### config.mk
export PLATFORM = sky130hd
export DESIGN_NAME = seq_multiplier_param
export DESIGN_NICKNAME = d
export VERILOG_FILES = /design/src/rtl/seq_multiplier_param.sv
export SDC_FILE = /design/constraint.sdc
export NUM_CORES = 1
export LEC_CHECK = 0
export BUFFER_PORTS_ARGS = -buffer_cell sky130_fd_sc_hd__buf_2
export CAP_MARGIN = 30
export CORE_MARGIN = 2
export CORE_UTILIZATION = 60
export DETAILED_ROUTE_END_ITERATION = 12
export MAX_ROUTING_LAYER = met4
export PLACE_DENSITY_LB_ADDON = 0.3
export SYNTH_ARGS = -nofsm -noshare
export SYNTH_HDL_FRONTEND = slang
export SYNTH_SLANG_ARGS = --single-unit
### constraint.sdc
create_clock -name clk -period 4.83 [get_ports clk]
set_clock_uncertainty 0.2 [all_clocks]
set_input_delay 0.2415 -clock clk [delete_from_list [all_inputs] [get_ports clk]]
set_output_delay 0.2415 -clock clk [all_outputs]
set_load 0.02 [all_outputs]
### src/rtl/seq_multiplier_param.sv
// seq_multiplier_param: iterative shift-add WIDTH x WIDTH multiplier with start/busy/done and signed mode
module seq_multiplier_param #(
    parameter int WIDTH = 8
) (
    input  logic               clk,
    input  logic               areset,
    input  logic               start,
    input  logic               is_signed,
    input  logic [WIDTH-1:0]   A,
    input  logic [WIDTH-1:0]   B,
    output logic [2*WIDTH-1:0] product,
    output logic               busy,
    output logic               done
);
    localparam int CW = $clog2(WIDTH);
    typedef enum logic [1:0] {IDLE, CALC, DONE} state_t;
    state_t state, state_nx;
    logic [WIDTH-1:0] mcand, mplr;
    logic [2*WIDTH-1:0] acc, acc_nx;
    logic [CW-1:0] cnt;
    logic neg, last;
    always_comb begin
        last = cnt == CW'(WIDTH-1);
        acc_nx = acc + (mplr[0] ? {{WIDTH{1'b0}}, mcand} << cnt : '0);
        state_nx = state == IDLE ? (start ? CALC : IDLE) :
                   state == CALC ? (last ? DONE : CALC) : IDLE;
    end
    always_ff @(posedge clk)
        state <= areset ? IDLE : state_nx;
    always_ff @(posedge clk) begin
        if (areset) begin
            mcand <= '0;
            mplr <= '0;
            acc <= '0;
            cnt <= '0;
            neg <= 1'b0;
            product <= '0;
        end else if (state == IDLE && start) begin
            mcand <= is_signed && A[WIDTH-1] ? -A : A;
            mplr <= is_signed && B[WIDTH-1] ? -B : B;
            neg <= is_signed & (A[WIDTH-1] ^ B[WIDTH-1]);
            acc <= '0;
            cnt <= '0;
        end else if (state == CALC) begin
            acc <= acc_nx;
            mplr <= mplr >> 1;
            cnt <= cnt + 1'b1;
            if (last) product <= neg ? -acc_nx : acc_nx;
        end
    end
    assign busy = state != IDLE;
    assign done = state == DONE;
endmodule
* Word-level counts from Yosys, hierarchy flattened
Cells that the tools add are included.
** Operators by class
- $add $sub $neg :: 5
- Eq/ne operators :: 3
- Shifts and indexed selects :: 1
- Mux-type cells :: 10
- Bitwise logic cells :: 3
- Reductions and logical operators :: 8
** Operators with widths (number)
- 2-to-1 mux 16 bit :: 2
- 2-to-1 mux 8 bit :: 4
- adder 16 bit :: 1
- negator 16 bit :: 1
- negator 8 bit :: 2
- left shift 8 x 3 -> 16 bit :: 1
- 2-to-1 mux 2 bit :: 3
- nonzero test 2 bit :: 2
- adder 3 x 1 -> 3 bit (second input constant) :: 1
- equality test 3 bit (second input constant) :: 1
- logical AND 1 bit :: 3
- AND reduction 3 bit :: 1
- equality test 2 x 1 -> 1 bit (second input constant) :: 1
- equality test 2 bit (second input constant) :: 1
- logical NOT 2 bit :: 1
- OR reduction 2 bit :: 1
- AND 1 bit :: 1
- 2-to-1 mux 1 bit :: 1
- inverter 1 bit :: 1
- XOR 1 bit :: 1
** Storage, ports and cells
- Register bits after elaboration :: 54
- Input bits :: 20
- Output and inout port bits :: 18
- Logic and storage cells :: 37

* Logic depth before layout (Yosys ltp)
- Word-level depth :: 5
- Gate-level depth with buffers :: 18
- Gate-level depth less buffers :: 16

* Worst setup path before layout
OpenSTA, ideal clock, no wires.
- Path type :: register to register
- From :: register cnt[1]
- To :: register product[15]
- Setup time :: 0.114 ns
- Data arrival time :: 3.589 ns
- Data required time :: 4.516 ns
- Path slack :: 0.927 ns
- Cell stages (with the launch flop) :: 16
- Buffers on the path :: 1
- Period minus slack after synthesis :: 3.903 ns
- Cells stage by stage :: dfxtp_1 -> clkbuf_1 -> mux2_2 -> mux2i_1 -> o21ai_0 -> and2_1 -> ha_1 -> a21o_1 -> a31o_1 -> o21a_1 -> or3_4 -> a2111oi_4 -> nand4b_1 -> o31ai_2 -> xor2_1 -> a21o_1
** On the way
- Word-level cells in the longest chain between the ends :: 5
- Elaborated cells on any way between the ends :: 7
- Those cells by class :: add/sub (2); eq/ne (1); shift (1); mux (2); reduce/logical (1)
** RTL lines
- start, declared :: RTL line 20 : logic [CW-1:0] cnt;
- start signal, assigned :: RTL line 47 : cnt <= cnt + 1'b1;
- left shift 8 x 3 -> 16 bit :: RTL line 24 : acc_nx = acc + (mplr[0] ? {{WIDTH{1'b0}}, mcand} << cnt : '0);
- 2-to-1 mux 16 bit :: RTL line 24
- adder 16 bit :: RTL line 24
- negator 16 bit :: RTL line 48 : if (last) product <= neg ? -acc_nx : acc_nx;
- 2-to-1 mux 16 bit :: RTL line 48
- end signal, assigned :: RTL line 48
- end, declared :: RTL line 11 : output logic [2*WIDTH-1:0] product,
Parallel ways exist; a longest one is shown, timed or not.
A chain may end at the register's enable or synchronous reset.

* Final worst setup path
Ends and elaborated chain as after synthesis.

==> results.txt <==
The post-synthesis net count is 528. For the worst-skew pair, the clock arrives at the later sink with an insertion delay of 0.32 ns. The number of buffers created by CTS came out at 5.

After detailed routing, the average wire length per cell comes to 13.8 µm. Synthesis produced 487 cells. In this run the worst hold path is classified as in -> reg. The count of buffers added on input and output ports is 37.

The cell area after placement is 0.00387 mm². Buffers added to address setup during post-CTS repair amount to 0. The startpoint of the lowest-slack hold path is B[7]. The number of max-slew violations in the final report is 0. The largest net degree at the start of global routing came out at 37. The run finished with clean final reports. The total global routing track utilization came out at 26.1%. Setup repair after global routing left no endpoint under its margin.

The startpoint identified for the worst register-to-register timing path is cnt[1]. The global route total overflow is 0. In this run the clock root is driven by a clkbuf_8. STA classifies the critical path startpoint as a flop. After synthesis, the netlist uses 53 different library cells.

The area of the core came out at 0.00592 mm². At the end of routability-driven placement, the weighted congestion stood at 0.895. The kind of end point of the critical path is a flop.

The highest fanout seen on the critical path is 15. The number of hold-repair buffers added at the cts stage is 0. Broken down by cell family, the worst path's largest delay share belongs to compound AO/OA/AOI/OAI gates.

The average instance area after synthesis is 7.53 µm². The cell area after technology mapping is 0.00366 mm². The critical path goes through mux2_2 > mux2i_1 > o21ai_0 > and2_1 > ha_1 > a21o_1 > a31o_1 > o21a_1 > or3_4 > a2111oi_4 > nand4b_1 > o31ai_2 > xor2_1 > a21o_1. The data required time at the worst endpoint came out at 4.86 ns. The area growth from synthesis to layout is 7.92%. Counting along the longest clock path gives a buffer depth of 2.

The detailed router finished its first iteration with 194 violations. The remaining antenna violation count came out at 0. Before CTS, the worst setup slack after placement is 0.455 ns. The setup total negative slack came out at 0 ns. The number of synthesis warnings came out at 0. The critical path's most frequent cell is a21o_1. The overall die height came out at 82.2 µm. The residual DRC count came out at 0.

Of the cells placed in the final design, the portion with a size suffix greater than 1 is 11.8%. The areal power density over the cells is 222 mW/mm². The total wire length after detailed routing came out at 8040 µm. The highest ir drop seen on vdd came out at 0.000160 V. Counting the fill cells in the layout gives 532.

The arrival time at the worst endpoint came out at 4.47 ns. The count of flip-flops with a built-in enable after synthesis is 0. The routed layout has 3,402 vias. The repair_antennas step left the layout with diodes totalling 0. Clock-pin slew was measured on the worst setup and hold paths at 0.10 ns. Counting both buffers and inverters, the worst setup path holds a total of 0. The transition time at the pin with the least slew margin came out at 1.04 ns. The routed via count divided by cell count is 5.83. The worst setup path is of the reg -> reg kind. The final critical path takes up 92.0% of the cycle. The number of cells on the worst reg-to-reg path is 14. The total number of placement rows came out at 28.

Across the run, the number of max-cap violations was 0. The post-synthesis sequential area ratio came out at 29.5%. The floorplan step set the die width to 82.2 µm. The post-cts resize count is 0. The via count of the first global-routing pass came out at 3,014. The number of iterations in the first detailed-routing pass came out at 4. The final worst-path setup slack is 0.386 ns. The top achievable clock speed is 0.225 GHz. The net count reported at finish is 549. The largest single stage delay on the critical path is 0.66 ns.

Setup violations remaining at the end of the flow were counted as 0. TritonCTS built the clock tree. The setup slack of the worst register-to-register path came out at 0.39 ns. The endpoint identified for the worst register-to-register timing path is product[15].

The starting density of the core is 61.9%. The depth of the CTS H-tree came out at 2. The largest individual stage delay along the critical path comes from the cell dfxtp_1. The number of failing hold endpoints at the final stage is 0. The most used flip-flop cell after synthesis is dfxtp_1.

With fillers left out, the area of the finished cells amounts to 0.00396 mm². In this run the tightest slew margin relative to its limit is 30.6%. The half-perimeter wire length after placement is 6100 µm. The full die area is 0.00675 mm². The first-pass GRT wire length is 13,500 µm. The I/O pin count came out at 38. The number of sinks driven by the clock tree came out at 54. For hold timing, the worst endpoint is mplr[7]. The worst hold path stage count is 3. The smallest clock period supported by the final layout is computed as 4.44 ns. The number of antenna violations at the first check in global routing came to 0. The fraction of synthesis flops using an asynchronous set or reset pin came out at 0%. The leakage power is 0.00164 µW. The register bit total from synthesis came out at 54.
[synthesized netlist by cell type (3+ instances only)]
library cell  instances  share of area [%]
nor3_1               14                1.9
and3_1                6                1.0
clkbuf_1             20                2.0
a21boi_0              3               0.61
a31oi_1               5               0.85
a21o_1                6                1.2
xnor2_1              16                3.8
nand3_1              13                1.8
a211oi_1             20                4.1
ha_1                 20                6.8
mux2_2                4                1.2
o31ai_1               4               0.82
buf_1                 5               0.51
dfxtp_1              54                 29
nand2b_1              4               0.68
o21ai_0              15                2.0
a311oi_1              8                1.9
and2_1                6                1.0
xor2_1               18                4.3
inv_1                22                2.3
a21oi_1              38                5.2
nand2_1              67                6.9
or3_1                 4               0.68
nor2b_1              10                1.7
mux2i_1               6                1.6
nor2_1               66                6.8
[placed cells by master (no fill, tap or decap), types with 3 or more instances in the layout]
cell type  netlist  final
nand2_1         67     67
nor2_1          66     66
dfxtp_1         54     54
a21oi_1         38     38
buf_2            0     37
inv_1           22     22
a211oi_1        20     20
ha_1            20     20
xor2_1          18     18
xnor2_1         16     16
o21ai_0         15     15
nor3_1          14     14
nand3_1         13     13
nor2b_1         10      9
a311oi_1         8      8
mux2i_1          6      6
and2_1           6      6
and3_1           6      6
a21o_1           6      6
a31oi_1          5      5
clkbuf_8         0      5
or3_1            4      4
mux2_2           4      4
nand2b_1         4      4
o31ai_1          4      4
a21boi_0         3      3
[layout make-up]
type / instances / area (µm²) / area share, %
timing repair buffer: 39 / 200 / 5.06
clock buffer: 5 / 68.8 / 1.74
tap: 75 / 93.8 / 2.37
sequential: 54 / 1080 / 27.3
clock inverter: 3 / 18.8 / 0.475
inverter: 22 / 82.6 / 2.09
multi-input combinational: 386 / 2410 / 60.9
[per-layer routing]
layer | vias to the layer above | GRT usage [%] | share of wire, % | routed length, µm
met5 | - | - | 0 | 0
met4 | 0 | 8.33 | 1.8 | 143
met3 | 16 | 3.48 | 3.6 | 288
met2 | 75 | 46.1 | 49 | 3930
met1 | 1556 | 30.9 | 46 | 3680
li1 | 1755 | - | - | -
[sequential cells by signal (all words and copies together), names as in the netlist]
signal,cells
product,16
mcand,8
cnt,3
state,2
acc,16
mplr,8
neg,1
[worst max path at each step]
stage | start | to | slack [ns] | cells after the start
floorplan | cnt[1] | product[15] | 0.93 | 15
global placement | cnt[1] | product[12] | 0.60 | 14
detailed placement | cnt[1] | product[12] | 0.45 | 14
CTS | cnt[1] | product[12] | 0.44 | 14
global route | cnt[1] | product[11] | 0.1 | 14
finish | cnt[1] | product[15] | 0.39 | 14
[logic make-up after synthesis]
kind of cell,share of synthesized area [%]
buffers and inverters,4.81
adders and majority gates,7.37
DFF,29.5
and+or+nand+nor,25.0
AOI/OAI and AO/OA,22.3
muxes,2.87
xor gates and xnor gates,8.13
[worst reg2reg max path, stage by stage, from the launching register on]
cell and delay [ns]:
dfxtp_1 0.66, mux2_2 0.42, mux2i_1 0.21, o21ai_0 0.10
and2_1 0.17, ha_1 0.34, a21o_1 0.20, a31o_1 0.22
o21a_1 0.22, or3_4 0.35, a2111oi_4 0.45, nand4b_1 0.21
o31ai_2 0.31, xor2_1 0.11, a21o_1 0.19
[power by group]
group / switching [µW] / total (µW) / leakage (µW) / internal (µW)
registers: 16.0 / 476 / 0.000439 / 460
clock network: 151 / 253 / 0.0000483 / 102
logic: 92.1 / 150 / 0.00115 / 58.4
total: 259 / 880 / 0.00164 / 621
[stage by stage]
stage	std cells	hold WS (ns)	total power, µW	util, %
2_1_floorplan	487	0.177	597	-
3_3_place_gp	576	0.243	630	65.3
3_5_place_dp	576	0.246	635	65.3
4_1_cts	584	0.00672	883	66.8
5_1_grt	584	0.00857	922	66.8
6_report	584	0.00764	880	66.8
(Power assumes the default switching activity.)
